## config.mk

```make
export PLATFORM = sky130hd
export DESIGN_NAME = cache_line_controller
export DESIGN_NICKNAME = d
export VERILOG_FILES = /design/src/rtl/cache_pkg.sv /design/src/rtl/tag_compare4.sv /design/src/rtl/cache_line_controller.sv
export SDC_FILE = /design/constraint.sdc
export NUM_CORES = 1
export LEC_CHECK = 0
export CAP_MARGIN = 30
export CORE_ASPECT_RATIO = 0.75
export CORE_MARGIN = 2
export CORE_UTILIZATION = 45
export CTS_CLUSTER_SIZE = 8
export DETAILED_ROUTE_END_ITERATION = 12
export GPL_TIMING_DRIVEN = 1
export PLACE_DENSITY = 0.68
export REMOVE_ABC_BUFFERS = 1
export SLEW_MARGIN = 30
export SYNTH_ARGS = -nofsm -noshare
export SYNTH_HDL_FRONTEND = slang
export SYNTH_SLANG_ARGS = --single-unit
```

## constraint.sdc

```tcl
create_clock -name clk -period 2.78 [get_ports clk]
set_input_delay 0.417 -clock clk [delete_from_list [all_inputs] [get_ports clk]]
set_output_delay 0.417 -clock clk [all_outputs]
set_load 0.005 [all_outputs]
```

## src/rtl/cache_pkg.sv

```systemverilog
`default_nettype none
// =============================================================================
// Package     : cache_pkg
// Description : Shared FSM state type, geometry constants and helpers for the
//               4-line fully associative cache controller.
// Revision    : 1.0
// =============================================================================
package cache_pkg;

    localparam int LINES = 4;
    localparam int IDX_W = 2;

    typedef enum logic [1:0] {
        ST_IDLE   = 2'd0,
        ST_LOOKUP = 2'd1,
        ST_FILL   = 2'd2,
        ST_RESP   = 2'd3
    } state_t;

    // Lowest-numbered line whose valid bit is clear (0 when all are valid).
    function automatic logic [IDX_W-1:0] first_free(input logic [LINES-1:0] valid);
        logic [IDX_W-1:0] idx;
        idx = '0;
        for (int i = LINES - 1; i >= 0; i--) begin
            if (!valid[i]) idx = IDX_W'(i);
        end
        return idx;
    endfunction

endpackage
`default_nettype wire

```

## src/rtl/tag_compare4.sv

```systemverilog
`default_nettype none
// =============================================================================
// Module      : tag_compare4
// Description : Combinational 4-way tag match; reports hit and the lowest
//               matching line index.
// Revision    : 1.0
// =============================================================================
module tag_compare4
    import cache_pkg::*;
#(
    parameter int TAG_W = 8
) (
    input  logic [TAG_W-1:0]             addr,
    input  logic [LINES-1:0]             valid,
    input  logic [LINES-1:0][TAG_W-1:0]  tags,
    output logic                         hit,
    output logic [IDX_W-1:0]             index
);

    logic [LINES-1:0] w_match;

    generate
        for (genvar g = 0; g < LINES; g++) begin : g_match
            assign w_match[g] = valid[g] && (tags[g] == addr);
        end
    endgenerate

    always_comb begin
        hit   = |w_match;
        index = '0;
        for (int i = LINES - 1; i >= 0; i--) begin
            if (w_match[i]) index = IDX_W'(i);
        end
    end

endmodule
`default_nettype wire

```

## src/rtl/cache_line_controller.sv

```systemverilog
`default_nettype none
// =============================================================================
// Module      : cache_line_controller
// Description : Request sequencer for a 4-line fully associative cache with an
//               external LRU unit and a single-beat fill port.
// Revision    : 1.0
// =============================================================================
module cache_line_controller
    import cache_pkg::*;
#(
    parameter int TAG_W  = 8,
    parameter int DATA_W = 8
) (
    input  logic              clk,
    input  logic              reset,
    input  logic              req_valid,
    input  logic [TAG_W-1:0]  req_addr,
    output logic              req_ready,
    output logic              resp_valid,
    output logic [DATA_W-1:0] resp_data,
    output logic              resp_hit,
    output logic              mem_req,
    output logic [TAG_W-1:0]  mem_addr,
    input  logic              mem_ack,
    input  logic [DATA_W-1:0] mem_data,
    output logic              lru_update,
    output logic              lru_hit,
    output logic [1:0]        lru_index,
    input  logic [1:0]        lru_victim
);

    state_t                        r_state;
    state_t                        w_next;
    logic [TAG_W-1:0]              r_addr;
    logic [IDX_W-1:0]              r_victim;
    logic [LINES-1:0]              r_valid;
    logic [LINES-1:0][TAG_W-1:0]   r_tag;
    logic [LINES-1:0][DATA_W-1:0]  r_data;
    logic [DATA_W-1:0]             r_resp_data;
    logic                          r_resp_hit;
    logic                          r_lru_update;
    logic                          r_lru_hit;
    logic [IDX_W-1:0]              r_lru_index;
    logic                          w_hit;
    logic [IDX_W-1:0]              w_hit_idx;

    tag_compare4 #(.TAG_W(TAG_W)) u_tag_compare (
        .addr  (r_addr),
        .valid (r_valid),
        .tags  (r_tag),
        .hit   (w_hit),
        .index (w_hit_idx)
    );

    always_ff @(posedge clk or posedge reset) begin
        if (reset) r_state <= ST_IDLE;
        else       r_state <= w_next;
    end

    always_comb begin
        w_next = r_state;
        case (r_state)
            ST_IDLE:   if (req_valid) w_next = ST_LOOKUP;
            ST_LOOKUP: w_next = w_hit ? ST_RESP : ST_FILL;
            ST_FILL:   if (mem_ack) w_next = ST_RESP;
            ST_RESP:   w_next = ST_IDLE;
            default:   w_next = ST_IDLE;
        endcase
    end

    always_ff @(posedge clk or posedge reset) begin
        if (reset) begin
            r_addr       <= '0;
            r_victim     <= '0;
            r_valid      <= '0;
            r_resp_data  <= '0;
            r_resp_hit   <= 1'b0;
            r_lru_update <= 1'b0;
            r_lru_hit    <= 1'b0;
            r_lru_index  <= '0;
        end else begin
            r_lru_update <= 1'b0;
            r_lru_hit    <= 1'b0;
            case (r_state)
                ST_IDLE: begin
                    if (req_valid) r_addr <= req_addr;
                end
                ST_LOOKUP: begin
                    if (w_hit) begin
                        r_resp_data  <= r_data[w_hit_idx];
                        r_resp_hit   <= 1'b1;
                        r_lru_update <= 1'b1;
                        r_lru_hit    <= 1'b1;
                        r_lru_index  <= w_hit_idx;
                    end else begin
                        // Empty lines are consumed before the LRU unit is consulted.
                        r_victim <= (&r_valid) ? lru_victim : first_free(r_valid);
                    end
                end
                ST_FILL: begin
                    if (mem_ack) begin
                        r_valid[r_victim] <= 1'b1;
                        r_resp_data       <= mem_data;
                        r_resp_hit        <= 1'b0;
                        r_lru_update      <= 1'b1;
                        r_lru_hit         <= 1'b1;
                        r_lru_index       <= r_victim;
                    end
                end
                default: ;
            endcase
        end
    end

    // Line payload needs no reset: it is only visible through a set valid bit.
    always_ff @(posedge clk) begin
        if (r_state == ST_FILL && mem_ack) begin
            r_tag[r_victim]  <= r_addr;
            r_data[r_victim] <= mem_data;
        end
    end

    assign req_ready  = (r_state == ST_IDLE);
    assign resp_valid = (r_state == ST_RESP);
    assign mem_req    = (r_state == ST_FILL);
    assign mem_addr   = r_addr;
    assign resp_data  = r_resp_data;
    assign resp_hit   = r_resp_hit;
    assign lru_update = r_lru_update;
    assign lru_hit    = r_lru_hit;
    assign lru_index  = r_lru_index;

endmodule
`default_nettype wire
```

-- After elaboration in Yosys (flattened, before gate mapping)
Cells that the tools add are included.
- register bits: 92
- bits of input ports: 22
- logic and storage cells: 79
- $lt $le $gt $ge: 3
- equality and inequality tests: 10
- multiplexer cells: 33
- bitwise logic cells: 2
- reduce and logical (&&, ||, !) cells: 15
- operators with widths (kind ; number):
    32-bit bitwise mux ; 2
    8-bit == test ; 4
    8-bit two-way mux ; 4
    2-bit two-way mux ; 13
    8-bit binary-select mux with 2-bit select ; 1
    8-bit demux with 2-bit select ; 1
    8-bit case mux with 2 select lines ; 1
    2-bit case mux with 4 select lines ; 1
    2-bit AND reduction ; 4
    1-bit logical AND ; 6
    2-bit by 3-bit less-than comparator with 1-bit output, second input constant ; 2
    1-bit two-way mux ; 6
    2-bit == test, second input constant ; 2
    2-bit inequality test, second input constant ; 2
    4-bit OR ; 1
    1-bit case mux with 2 select lines ; 2
    2-bit case mux with 2 select lines ; 1
    4-bit AND reduction ; 1
    4-bit OR reduction ; 1
    3-bit AND reduction ; 1
    1-bit demux with 2-bit select ; 1
    2-bit by 1-bit == test with 1-bit output, second input constant ; 1
    2-bit by 1-bit greater-or-equal comparator with 1-bit output, second input constant ; 1
    2-bit zero test ; 1
    3 further kinds ; 3

-- Logic depth before layout (Yosys ltp)
Gate-level depths: netlist (run 1).
- word-level depth: 10
- depth in mapped cells: 10
- mapped depth without buffers: 8

-- Hierarchy
From an unflattened synthesis (run 1), not the netlist that was laid out.
- cell total of the unflattened synthesis: 238
- area total of the unflattened synthesis: 3980.1 µm²
- by module, submodules not included (module ; times used ; cells an instance ; area each (µm²) ; seq. area each (µm²)):
    cache_line_controller ; 1 ; 175 ; 3474.6 ; 2622.5
    tag_compare4 ; 1 ; 63 ; 505.5 ; 0.0

-- Worst setup path after synthesis (run 1)
OpenSTA, ideal clock, no wires.
- kind: flip-flop to flip-flop
- from: register r_state[0]
- to: register r_data[0] in the netlist's numbering (enable)
- setup time: 0.411 ns
- data arrival time: 2.220 ns
- path slack: 0.150 ns
- stages on the path, launching flop included: 6
- clock period less this slack: 2.630 ns
- cell sequence: dfrtp_1 inv_1 ha_1 clkbuf_1 nand2_1 nor3_1
- word-level cells in the longest chain between the ends: 2
- ends and longest elaborated chain (element ; RTL line ; RTL):
    start: declaration ; cache_line_controller.sv:32 ; state_t r_state;
    start signal: assignment ; cache_line_controller.sv:57 ; else r_state <= w_next;
    2-bit == test ; n/a ;
    net mem_req ; cache_line_controller.sv:22 ; output logic mem_req,
    1-bit logical AND ; cache_line_controller.sv:117 ; if (r_state == ST_FILL && mem_ack) begin
    end signal: indexed assignment ; cache_line_controller.sv:119 ; r_data[r_victim] <= mem_data;
    end: declaration ; cache_line_controller.sv:38 ; logic [LINES-1:0][DATA_W-1:0] r_data;
The timed path passes the listed nets, and every way through them passes these cells.
A chain may end at the register's enable or synchronous reset.

-- Worst setup path in the final report (run 1)
- from: register r_addr[5] (netlist: mem_addr[5])
- to: register r_resp_data[5] (netlist: resp_data[5])
- word-level cells in the longest chain between the ends: 10
- ends and longest elaborated chain (element ; RTL line ; RTL):
    start: declaration ; cache_line_controller.sv:34 ; logic [TAG_W-1:0] r_addr;
    start signal: assignment ; cache_line_controller.sv:86 ; if (req_valid) r_addr <= req_addr;
    8-bit == test ; tag_compare4.sv:24 ; assign w_match[g] = valid[g] && (tags[g] == addr);
    1-bit logical AND ; tag_compare4.sv:24 ;
    2-bit two-way mux (4 in a row) ; tag_compare4.sv:32 ; if (w_match[i]) index = IDX_W'(i);
    8-bit binary-select mux with 2-bit select ; cache_line_controller.sv:90 ; r_resp_data <= r_data[w_hit_idx];
    8-bit two-way mux (implied by the code) ; cache_line_controller.sv:90 ;
    8-bit two-way mux ; cache_line_controller.sv:89 ; if (w_hit) begin
    8-bit case mux with 2 select lines ; cache_line_controller.sv:84 ; case (r_state)
    end signal: assignment ; cache_line_controller.sv:90 ;
    end signal: assignment ; cache_line_controller.sv:103 ; r_resp_data <= mem_data;
    end: declaration ; cache_line_controller.sv:39 ; logic [DATA_W-1:0] r_resp_data;
Several ways; a longest one is shown, not always the timed one. The select of a mux whose other input is x is not followed.

==> results of run 1 <==
## placed cells by master (no fill, tap or decap), types with 2 or more instances in the layout
cell             instances
a21oi_1                 11
a22o_1                   2
a31oi_1                  2
a32o_1                   4
and2_1                   2
buf_4                   16
bufinv_16                2
clkbuf_16                9
clkdlybuf4s50_1         45
clkinv_2                 3
dfrtp_1                 28
edfxtp_1                64
ha_1                     4
inv_1                   13
mux2_2                  10
mux2i_1                  6
nand2_1                 21
nand3_1                 31
nand4_1                  8
nor2_1                   6
nor3_1                  10
nor3_2                   2
o211ai_1                 2
o21a_1                   2
o21ai_0                 10
o21ai_1                 12
o21ai_2                  2
or2_2                    4
or3_1                    3
or3_4                    2
xnor2_1                 24
xnor2_2                  8
## layout make-up
cell class	instances	area (um2)	share of cell area (%)
clock buffers	10	229.0	4.520
clock inverters	6	78.83	1.556
inverters	13	48.80	0.9632
multi-input cells	195	1376	27.17
flip-flops and latches	92	2623	51.77
well taps	112	140.1	2.766
repair buffers	61	570.5	11.26
## per-stage QoR
stage / std cells / hold slack [ps] / total power (uW)
after floorplan: 300 / 462.8 / 3156
after global routing: 489 / 491.1 / 5459
final: 489 / 467.8 / 5150
after global placement: 473 / 452.3 / 3894
after detailed placement: 473 / 458.1 / 3931
after CTS: 489 / 471.6 / 5191
## worst register-to-register path: cells and delay by family (launching register included)
family          cells  cell delay, ps
compound gates      2             520
xor+xnor            1             230
flops               1             600
mux                 1             270
simple gates        3             850
## sequential cells by signal, summed over array words and instances, names as in the netlist
| register | count |
|---|---|
| resp_data | 8 |
| r_data | 32 |
| lru_hit | 1 |
| r_state | 2 |
| mem_addr | 8 |
| lru_index | 2 |
| r_victim | 2 |
| r_tag | 32 |
| resp_hit | 1 |
| r_valid | 4 |
## metal layers
metal	up-vias	GRT usage [%]	routed length, um
met5	-	0	0
met4	0	6.134	101
met3	7	4.802	455
met2	63	26.95	3835
met1	1271	27.87	4336
li1	1261	-	-
## cells by family after synthesis
| family | after synthesis | synth area share [%] |
|---|---|---|
| flops | 92 | 63.19 |
| fa+ha+maj | 4 | 1.206 |
| buf+inv | 30 | 4.070 |
| mux | 16 | 4.160 |
| compound gates | 51 | 8.140 |
| simple gates | 92 | 11.22 |
| xor+xnor | 32 | 8.019 |
## worst max-delay path by stage
stage / depth (start not counted) / endpoint / from / slack [ps]
final: 7 / resp_data[5]$_DFFE_PP0P_ / mem_addr[5]$_DFFE_PP0P_ / 200
after global routing: 7 / resp_data[5]$_DFFE_PP0P_ / mem_addr[2]$_DFFE_PP0P_ / 7
after CTS: 7 / resp_data[5]$_DFFE_PP0P_ / mem_addr[5]$_DFFE_PP0P_ / 160
after detailed placement: 7 / resp_data[5]$_DFFE_PP0P_ / mem_addr[2]$_DFFE_PP0P_ / 170
after global placement: 7 / resp_data[5]$_DFFE_PP0P_ / mem_addr[2]$_DFFE_PP0P_ / 230
after floorplan: 4 / r_data[0]$_DFFE_PP_ / r_state[0]$_DFFE_PP0P_ / 90
## what timing repair did
action | CTS | global route
gates resized for setup | 0 | 1
hold buffers | 0 | 0
buffers inserted | 0 | 0
setup endpoints to repair | 0 | 2
## power by group
part | switching [uW] | internal [uW] | total (uW) | leakage (uW)
logic | 812 | 906 | 1720 | 0.000765
clock network | 474 | 779 | 1250 | 0.000154
registers | 358 | 1820 | 2180 | 0.000913
total | 1640 | 3510 | 5150 | 0.00183
==> results.md, run 1 <==
* Post-synth EDFFs at between 60 and 70
* Slew Limit Fails at 0
* CTS Root Cell: clkbuf_16
* Via count at roughly 2600
* Skew final at approximately 4.8 ps
* Core area at 0.009009 mm2
* Pwr dens at between 1000 and 1500 mW/mm2
* Status: finished, final reports clean
* Deepest clock path buffer count at 2
* Worst path bufs/invs at 0
* Die area at ~0.01 mm2
* Area Overhead vs Synth at 22.07%
* FF-to-FF path depth at 7
* Syn avg cell area at ~13 um2
* Min-delay src: resp_hit$_DFFE_PP0P_
* Drt pass-1 iters at 5
* Netlist cell types at 37
* Die height at 87.17 um
* Fillers at around 760
* Fraction of registers with async set/reset at between 30% and 40%
* Worst-path cell chain: xnor2_1 -> nand4_1 -> nor3_1 -> or4_1 -> o21bai_4 -> mux2i_1 -> o21ai_2
* CTS tree: yes
* Crit. End Element: flip-flop
* DP Worst Slack at between 150 and 200 ps
* Initial Utilization at 46.07%
* Cells after Synth at roughly 320
* Vias in the first global route at between 2000 and 3000
* Achievable Freq at 0.3870 GHz
* Routed WL at slightly below 9000 um
* CTS buffer count at 9
* YS warnings at 0
* Routed WL per cell at about 18 um
* HP Class: reg2reg
* RSZ-0062 raised after global routing: false
* Seq/Total Area, Yosys at a little over three fifths
* Reg2reg end: resp_data[5]$_DFFE_PP0P_
* HPWL Detailed at 6223 um
* Hold path cells at 2
* Rel. slew slack at 57.88%
* PortBufs at between 40 and 50
* Nets at between 300 and 400
* Yosys reg bits at just over 90
* Endpoints failing hold at 0
* Worst-path clk slew at around 60 ps
* Final Core Density at a little under three fifths
* Antenna-violating nets left at 0
* Req. time, crit path at approximately 3000 ps
* Main synth FF type: edfxtp_1
* H-tree depth at 3
* Leakage at ~0.0018 uW
* Max-Cap Viols at 0
* Setup tns final at 0 ps
* Diode count at 0
* Area after DPL at between 0.004 and 0.005 mm2
* Final Cycle Share at slightly above 90%
* Largest delay contributor family on the critical path: simple AND/OR/NAND/NOR gates
* Antenna violations before repair at 0
* Tmin final at 2584 ps
* RR Startpoint: mem_addr[5]$_DFFE_PP0P_
* Layout cells sized above 1 at between 10% and 20%
* Num rows at 30
* Routed vias/inst at 5.321
* Die Wd at 114.9 um
* Clock latency on the worst-skew pair at 340 ps
* Gpl congestion at a little under 0.9
* IO Pins at 46
* Reg2reg setup slack at approximately 200 ps
* Yosys top cell area share at roughly 46%
* Finished Cell Area at between 0.005 and 0.006 mm2
* Final setup fails at 0
* Hold EP: resp_hit$_DFFE_PP0P_
* CP max-delay cell: or4_1
* Num Clock Sinks at roughly 90
* Post-synth top cells: 64 x edfxtp_1, 31 x nand3_1, 28 x dfrtp_1
* Worst VDD drop at 0.5959 mV
* Global route overflow at 0
* DRC Markers at 0
* Most area-hungry cell type in the Yosys netlist: edfxtp_1
* Drt initial violations at 170
* Largest net degree at the start of global routing at 29
* First-pass GRT wire length at about 14000 um
* Top-count cell post-synth: edfxtp_1
* Worst-margin pin slew at between 600 and 700 ps
* Critical path class: reg2reg
* Synth area leaders: edfxtp_1 46%, dfrtp_1 17%, xnor2_1 5.3%
* Fin worst setup slack at 196.0 ps
* Worst Setup Start Kind: flip-flop
* CP peak stage delay at about 630 ps
* Worst-path maximum fanout at 16
* Critical path data arrival time at between 2000 and 3000 ps
* Synth Cell Area at slightly above 0.004 mm2
* Gr usage total at between 10% and 20%
Power figures use the tool's default switching activity.
==> inputs of run 2 (changes only) <==
--- a/config.mk
+++ b/config.mk
@@ -11,6 +11,7 @@
 export CORE_UTILIZATION = 45
 export CTS_CLUSTER_SIZE = 8
 export DETAILED_ROUTE_END_ITERATION = 12
+export GPL_ROUTABILITY_DRIVEN = 0
 export GPL_TIMING_DRIVEN = 1
 export PLACE_DENSITY = 0.68
 export REMOVE_ABC_BUFFERS = 1
==> constraint.sdc (replaced) <==
create_clock -name clk -period 2.78 [get_ports clk]
set_input_delay 0.417 -clock clk [delete_from_list [all_inputs] [get_ports clk]]
set_output_delay 0.417 -clock clk [all_outputs]
set_load 0.05 [all_outputs]
==> results.md, run 2 (synthesis gave the netlist of run 1 again) <==
* Status: finished, final reports clean
* Num rows at 30
* Global route overflow at 0
* Die Wd at between 100 and 150 um
* Skew final at approximately 5.5 ps
* First-pass GRT wire length at 13920 um
* Routed WL per cell at about 18 um
* Routed WL at 8610 um
* Fillers at 735
* Pwr dens at around 1100 mW/mm2
* Area Overhead vs Synth at 21.59%
* Rel. slew slack at about 61%
* Deepest clock path buffer count at 2
* P_sw at 2242 uW
* H-tree depth at 3
* Worst-path maximum fanout at 15
* Reg2reg end: resp_data[5]$_DFFE_PP0P_
* Vias in the first global route at between 2000 and 3000
* CTS tree: yes
* Power Total at approximately 5700 uW
* Initial Utilization at between 40% and 50%
* Diode count at 0
* Antenna violations before repair at 0
* Drt pass-1 iters at 5
* Antenna-violating nets left at 0
* DRC Markers at 0
* Post-CTS setup buffer count at 0
* Die area at around 0.010 mm2
* Achievable Freq at 0.3854 GHz
* Most common cell after layout, fill and taps aside: edfxtp_1
* CTS buffer count at 9
* Gr usage total at between 10% and 20%
* Worst VDD drop at 0.6098 mV
* Slew Limit Fails at 0
* HPWL Detailed at slightly below 6000 um
* HP Class: in2async
* Nets at ~400
* Drt initial violations at 317
* Req. time, crit path at 3000 ps
* Worst Setup SP: mem_addr[7]$_DFFE_PP0P_
* Core area at approximately 0.009 mm2
* Final Cycle Share at 93.32%
* IO Pins at 46
* Comb pwr share at between 40% and 50%
* Clock latency on the worst-skew pair at between 300 and 400 ps
* Finished Cell Area at approximately 0.0050 mm2
* RR Startpoint: mem_addr[7]$_DFFE_PP0P_
* Routed vias/inst at approximately 5.4
* Leakage at 0.001801 uW
* Num Clock Sinks at roughly 90
* Area after DPL at approximately 0.0047 mm2
* Switching share of power at about two fifths
* Via count at 2632
* Internal Power at 3452 uW
* FF-to-FF path depth at 7
* Endpoints failing hold at 0
* RSZ-0062 raised after global routing: false
* Most frequent cells in the layout: 64 x edfxtp_1, 45 x clkdlybuf4s50_1, 31 x nand3_1, 28 x dfrtp_1, 24 x xnor2_1
* Reg2reg setup slack at approximately 190 ps
* Worst-path clk slew at 60 ps
* Worst Setup Start Kind: flip-flop
* Largest net degree at the start of global routing at 29
* Critical path class: reg2reg
* Largest regs: r_data: 32 flops, r_tag: 32 flops
* Tmin final at about 2600 ps
* Worst-margin pin slew at between 500 and 600 ps
* Seq pwr share at between 30 and 40%
* Layout cells sized above 1 at 15.73%
* Clk pwr share at between 20% and 30%
* PortBufs at 45
* CTS Root Cell: clkbuf_16
* Critical path data arrival time at about 2800 ps
* Die height at ~87 um
* Final setup fails at 0
* Max-Cap Viols at 0
* Crit. End Element: flip-flop
-- run 2: cell types whose count changed in the layout (fill, tap and decap cells not counted) --
| cell | before | now |
|---|---|---|
| buf_4 | 16 | 14 |
| clkbuf_1 | 1 | 0 |
| clkinv_2 | 3 | 0 |
| bufinv_16 | 2 | 1 |
| clkbuf_8 | 0 | 1 |
| clkinvlp_4 | 0 | 4 |
-- run 2: worst max path at each step --
stage / cells after the start / slack [ps] / to
finish: 7 / 190 / resp_data[5]$_DFFE_PP0P_
detailed placement: 7 / 200 / resp_data[4]$_DFFE_PP0P_
CTS: 7 / 170 / resp_data[5]$_DFFE_PP0P_
global route: 7 / 10 / resp_data[6]$_DFFE_PP0P_
floorplan: 4 / -270 / r_data[0]$_DFFE_PP_
global placement: 7 / 230 / resp_data[4]$_DFFE_PP0P_
-- run 2: layout make-up --
cell class	count	area (um2)	area share, %
tap	112	140.1	2.777
sequential	92	2623	51.97
clock inverter	6	63.81	1.265
multi-input combinational	195	1376	27.27
timing repair buffer	59	555.5	11.01
inverter	13	48.80	0.9670
clock buffer	10	239.0	4.736
-- run 2: worst max-delay path, stage by stage (launching register included) --
cell and delay [ps]:
dfrtp_1 590, xnor2_1 190, nand3_1 150, nor3_1 60, or4_1 680, o21bai_4 430
mux2i_1 290, o21ai_2 80
-- run 2: stage by stage --
stage	hold slack (ps)	utilization (%)	setup WS, ps	std cells	setup TNS, ps
floorplan	482.4	-	-271.5	300	-9075
global placement	454.3	52.57	232.8	471	0
detailed placement	465.9	52.57	200.9	471	0
CTS	480.6	55.93	174.0	487	0
global route	503.1	56.01	11.03	487	0
finish	477.2	56.01	185.6	487	0
-- run 2: power by group through the flow --
stage / clock (uW) / combinational [uW] / sequential, uW
final: 1220 / 2310 / 2170
after floorplan: 0 / 1110 / 2610
after detailed placement: 0 / 2290 / 2200
after global routing: 1310 / 2480 / 2220
after CTS: 1250 / 2310 / 2170
after global placement: 0 / 2270 / 2180
-- run 2: metal layers --
layer	wire [um]	part of all wire, %	GRT usage [%]	vias to the layer above
met2	3839	45	27.38	95
met1	4048	47	27.59	1273
met3	608	7.1	4.593	12
li1	-	-	-	1252
met4	113	1.3	6.900	0
met5	0	0	0	-
-- run 2: repair_timing --
action	CTS	global route
hold buffers	0	0
gates resized for setup	0	1
endpoints found under the setup margin	0	1
==> inputs of run 3 (changes only) <==
--- a/config.mk
+++ b/config.mk
@@ -18,4 +18,5 @@
 export SLEW_MARGIN = 30
 export SYNTH_ARGS = -nofsm -noshare
 export SYNTH_HDL_FRONTEND = slang
+export SYNTH_HIERARCHICAL = 1
 export SYNTH_SLANG_ARGS = --single-unit
==> results.md, run 3 <==
* Nets at ~330
* Worst-path maximum fanout at 10
* Antenna violations before repair at 0
* Seq/Total Area, Yosys at about 66%
* YS warnings at 6
* Skew final at about 9.5 ps
* Diode count at 0
* Worst VDD drop at between 0.6 and 0.7 mV
* Max-Cap Viols at 0
* CTS tree: yes
* Core area at 0.008527 mm2
* Routed WL per cell at 17.76 um
* First-pass GRT wire length at 12030 um
* Most common cell after layout, fill and taps aside: edfxtp_1
* Clock latency on the worst-skew pair at 340 ps
* Routed WL at approximately 7400 um
* DP Worst Slack at about 15 ps
* Comb pwr share at 40.5%
* CTS Root Cell: clkbuf_16
* CTS buffer count at 9
* Deepest clock path buffer count at 2
* FF-to-FF path depth at 9
* RR Startpoint: mem_addr[7]$_DFFE_PP0P_
* Critical path class: reg2reg
* Setup tns final at 0 ps
* Fillers at about 640
* Post-synth EDFFs at between 60 and 70
* Seq pwr share at between 30% and 40%
* Yosys reg bits at a little over 90
* Worst path bufs/invs at 1
* Slew Limit Fails at 0
* Crit. End Element: flip-flop
* IO Pins at 46
* Achievable Freq at between 0.3 and 0.4 GHz
* Largest delay contributor family on the critical path: multiplexers
* Antenna-violating nets left at 0
* Switching share of power at between 30% and 40%
* Req. time, crit path at ~3000 ps
* Vias in the first global route at around 2200
* Fin worst setup slack at roughly 140 ps
* Leakage at roughly 0.0018 uW
* Synth area leaders: edfxtp_1 48%, dfrtp_1 18%, xnor2_1 6.2%
* Worst Setup Start Kind: flip-flop
* Status: finished, final reports clean
* Hold buffer count at CTS at 0
* Pwr dens at about 1200 mW/mm2
* Most frequent cells in the layout: 64 x edfxtp_1, 44 x clkdlybuf4s50_1, 28 x xnor2_1, 26 x dfrtp_1, 19 x buf_4
* Syn avg cell area at 16.72 um2
* Reg2reg end: resp_data[4]$_DFFE_PP0P_
* Worst-path clk slew at roughly 70 ps
* Endpoints failing hold at 0
* Layout cells sized above 1 at between 20% and 30%
* Final setup fails at 0
* Cells after Synth at around 240
* Gr usage total at between 10% and 20%
* Netlist cell types at 33
* DRC Markers at 0
* Main synth FF type: edfxtp_1
* Reg2reg setup slack at roughly 140 ps
* Critical path data arrival time at approximately 2900 ps
* Die height at approximately 85 um
* Die Wd at about 110 um
* Drt initial violations at 91
* Tmin final at 2642 ps
* Area Overhead vs Synth at 23.83%
* Post-CTS setup buffer count at 0
* CP peak stage delay at 510 ps
* CP max-delay cell: dfrtp_2
* Die area at 0.009621 mm2
* Routed vias/inst at just over 5
* Top-count cell post-synth: edfxtp_1
* Largest regs: r_data: 32 flops, r_tag: 32 flops
* Initial Utilization at between 40% and 50%
* Rel. slew slack at 65.64%
* Yosys top cell area share at 48.29%
* Synth Cell Area at 0.003980 mm2
* Global route overflow at 0
* Drt pass-1 iters at 5
* Final Core Density at roughly 58%
* Num rows at 29
* Final Cycle Share at 95.02%
* HP Class: in2async
* H-tree depth at 3
* Via count at between 2000 and 2500
* Fraction of registers with async set/reset at a little under a third
* P_sw at ~2100 uW
* Internal Power at roughly 3600 uW
* PortBufs at 45
* Most area-hungry cell type in the Yosys netlist: edfxtp_1
* Worst-path cell chain: xnor2_2 -> nand3_1 -> or3_1 -> a21oi_1 -> nor2_1 -> buf_6 -> mux4_2 -> mux2_2 -> mux2_4
* Post-synth top cells: 64 x edfxtp_1, 28 x dfrtp_1, 28 x xnor2_1
* Num Clock Sinks at a little over 90
* Largest net degree at the start of global routing at 29
* Power Total at about 5700 uW
* RSZ-0062 raised after global routing: false
* HPWL Detailed at slightly below 5000 um
* Clk pwr share at 21.3%
* Worst-margin pin slew at between 500 and 600 ps
-- run 3: area by class of cell --
class,instances,area (um2),area share [%]
repair buffers,65,614.3,12.47
multi-input cells,128,1235,25.06
clock buffers,9,225.2,4.570
well taps,108,135.1,2.742
clock inverters,7,75.07,1.523
inverters,5,18.77,0.3808
flip-flops and latches,92,2625,53.26
-- run 3: layer usage --
layer  routed length, um  global-route usage, %  vias to the layer above
met5                   0                      0                        -
met4                  34                  4.656                        0
met3                 330                  4.071                        4
met2                3307                  24.17                       52
met1                3678                  24.57                     1062
li1                    -                      -                      999
-- run 3: stage by stage --
step / instance area (um2) / hold WS [ps] / instances
2_1_floorplan: 3851 / 472.2 / 225
3_3_place_gp: 4612 / 469.3 / 398
3_5_place_dp: 4612 / 487.5 / 398
4_1_cts: 4913 / 483.3 / 414
5_1_grt: 4928 / 518.8 / 414
6_report: 4928 / 468.9 / 414
-- run 3: repair_timing --
| item | in CTS | in global routing |
|---|---|---|
| resized for setup | 1 | 4 |
| endpoints found under the setup margin | 4 | 8 |
| cloned | 0 | 0 |
-- run 3: worst max-delay path by stage --
stage	startpoint	end	slack, ps	cells past startpoint
after floorplan	mem_addr[7]$_DFFE_PP0P_	resp_data[0]$_DFFE_PP0P_	-470	8
after global placement	mem_addr[7]$_DFFE_PP0P_	resp_data[4]$_DFFE_PP0P_	20	9
after detailed placement	mem_addr[7]$_DFFE_PP0P_	resp_data[1]$_DFFE_PP0P_	10	9
after CTS	mem_addr[6]$_DFFE_PP0P_	resp_data[4]$_DFFE_PP0P_	10	9
after global routing	mem_addr[1]$_DFFE_PP0P_	resp_data[4]$_DFFE_PP0P_	10	9
final	mem_addr[7]$_DFFE_PP0P_	resp_data[4]$_DFFE_PP0P_	140	9
-- run 3: kinds of logic (layout without fill, tap and decap cells) --
logic type	count (synthesis)	count (layout)	share of synthesized area, %
AOI/OAI and AO/OA	12	12	2.138
xor gates and xnor gates	32	32	7.796
adders and majority gates	5	5	1.572
buffers and inverters	18	86	3.709
DFF	92	92	65.89
muxes	37	37	13.49
and+or+nand+nor	42	42	5.407
-- run 3: worst register-to-register path: stages (launching register included) --
cell and delay [ps]:
dfrtp_2 510, xnor2_2 190, nand3_1 130, or3_1 350
a21oi_1 160, nor2_1 80, buf_6 160, mux4_2 430
mux2_2 270, mux2_4 260
-- run 3: power groups by stage --
stage / registers [uW] / clock network, uW / logic (uW)
after floorplan: 2650 / 0 / 1020
after global placement: 2180 / 0 / 2290
after detailed placement: 2190 / 0 / 2300
after CTS: 2170 / 1240 / 2310
after global routing: 2210 / 1280 / 2450
final: 2170 / 1210 / 2300
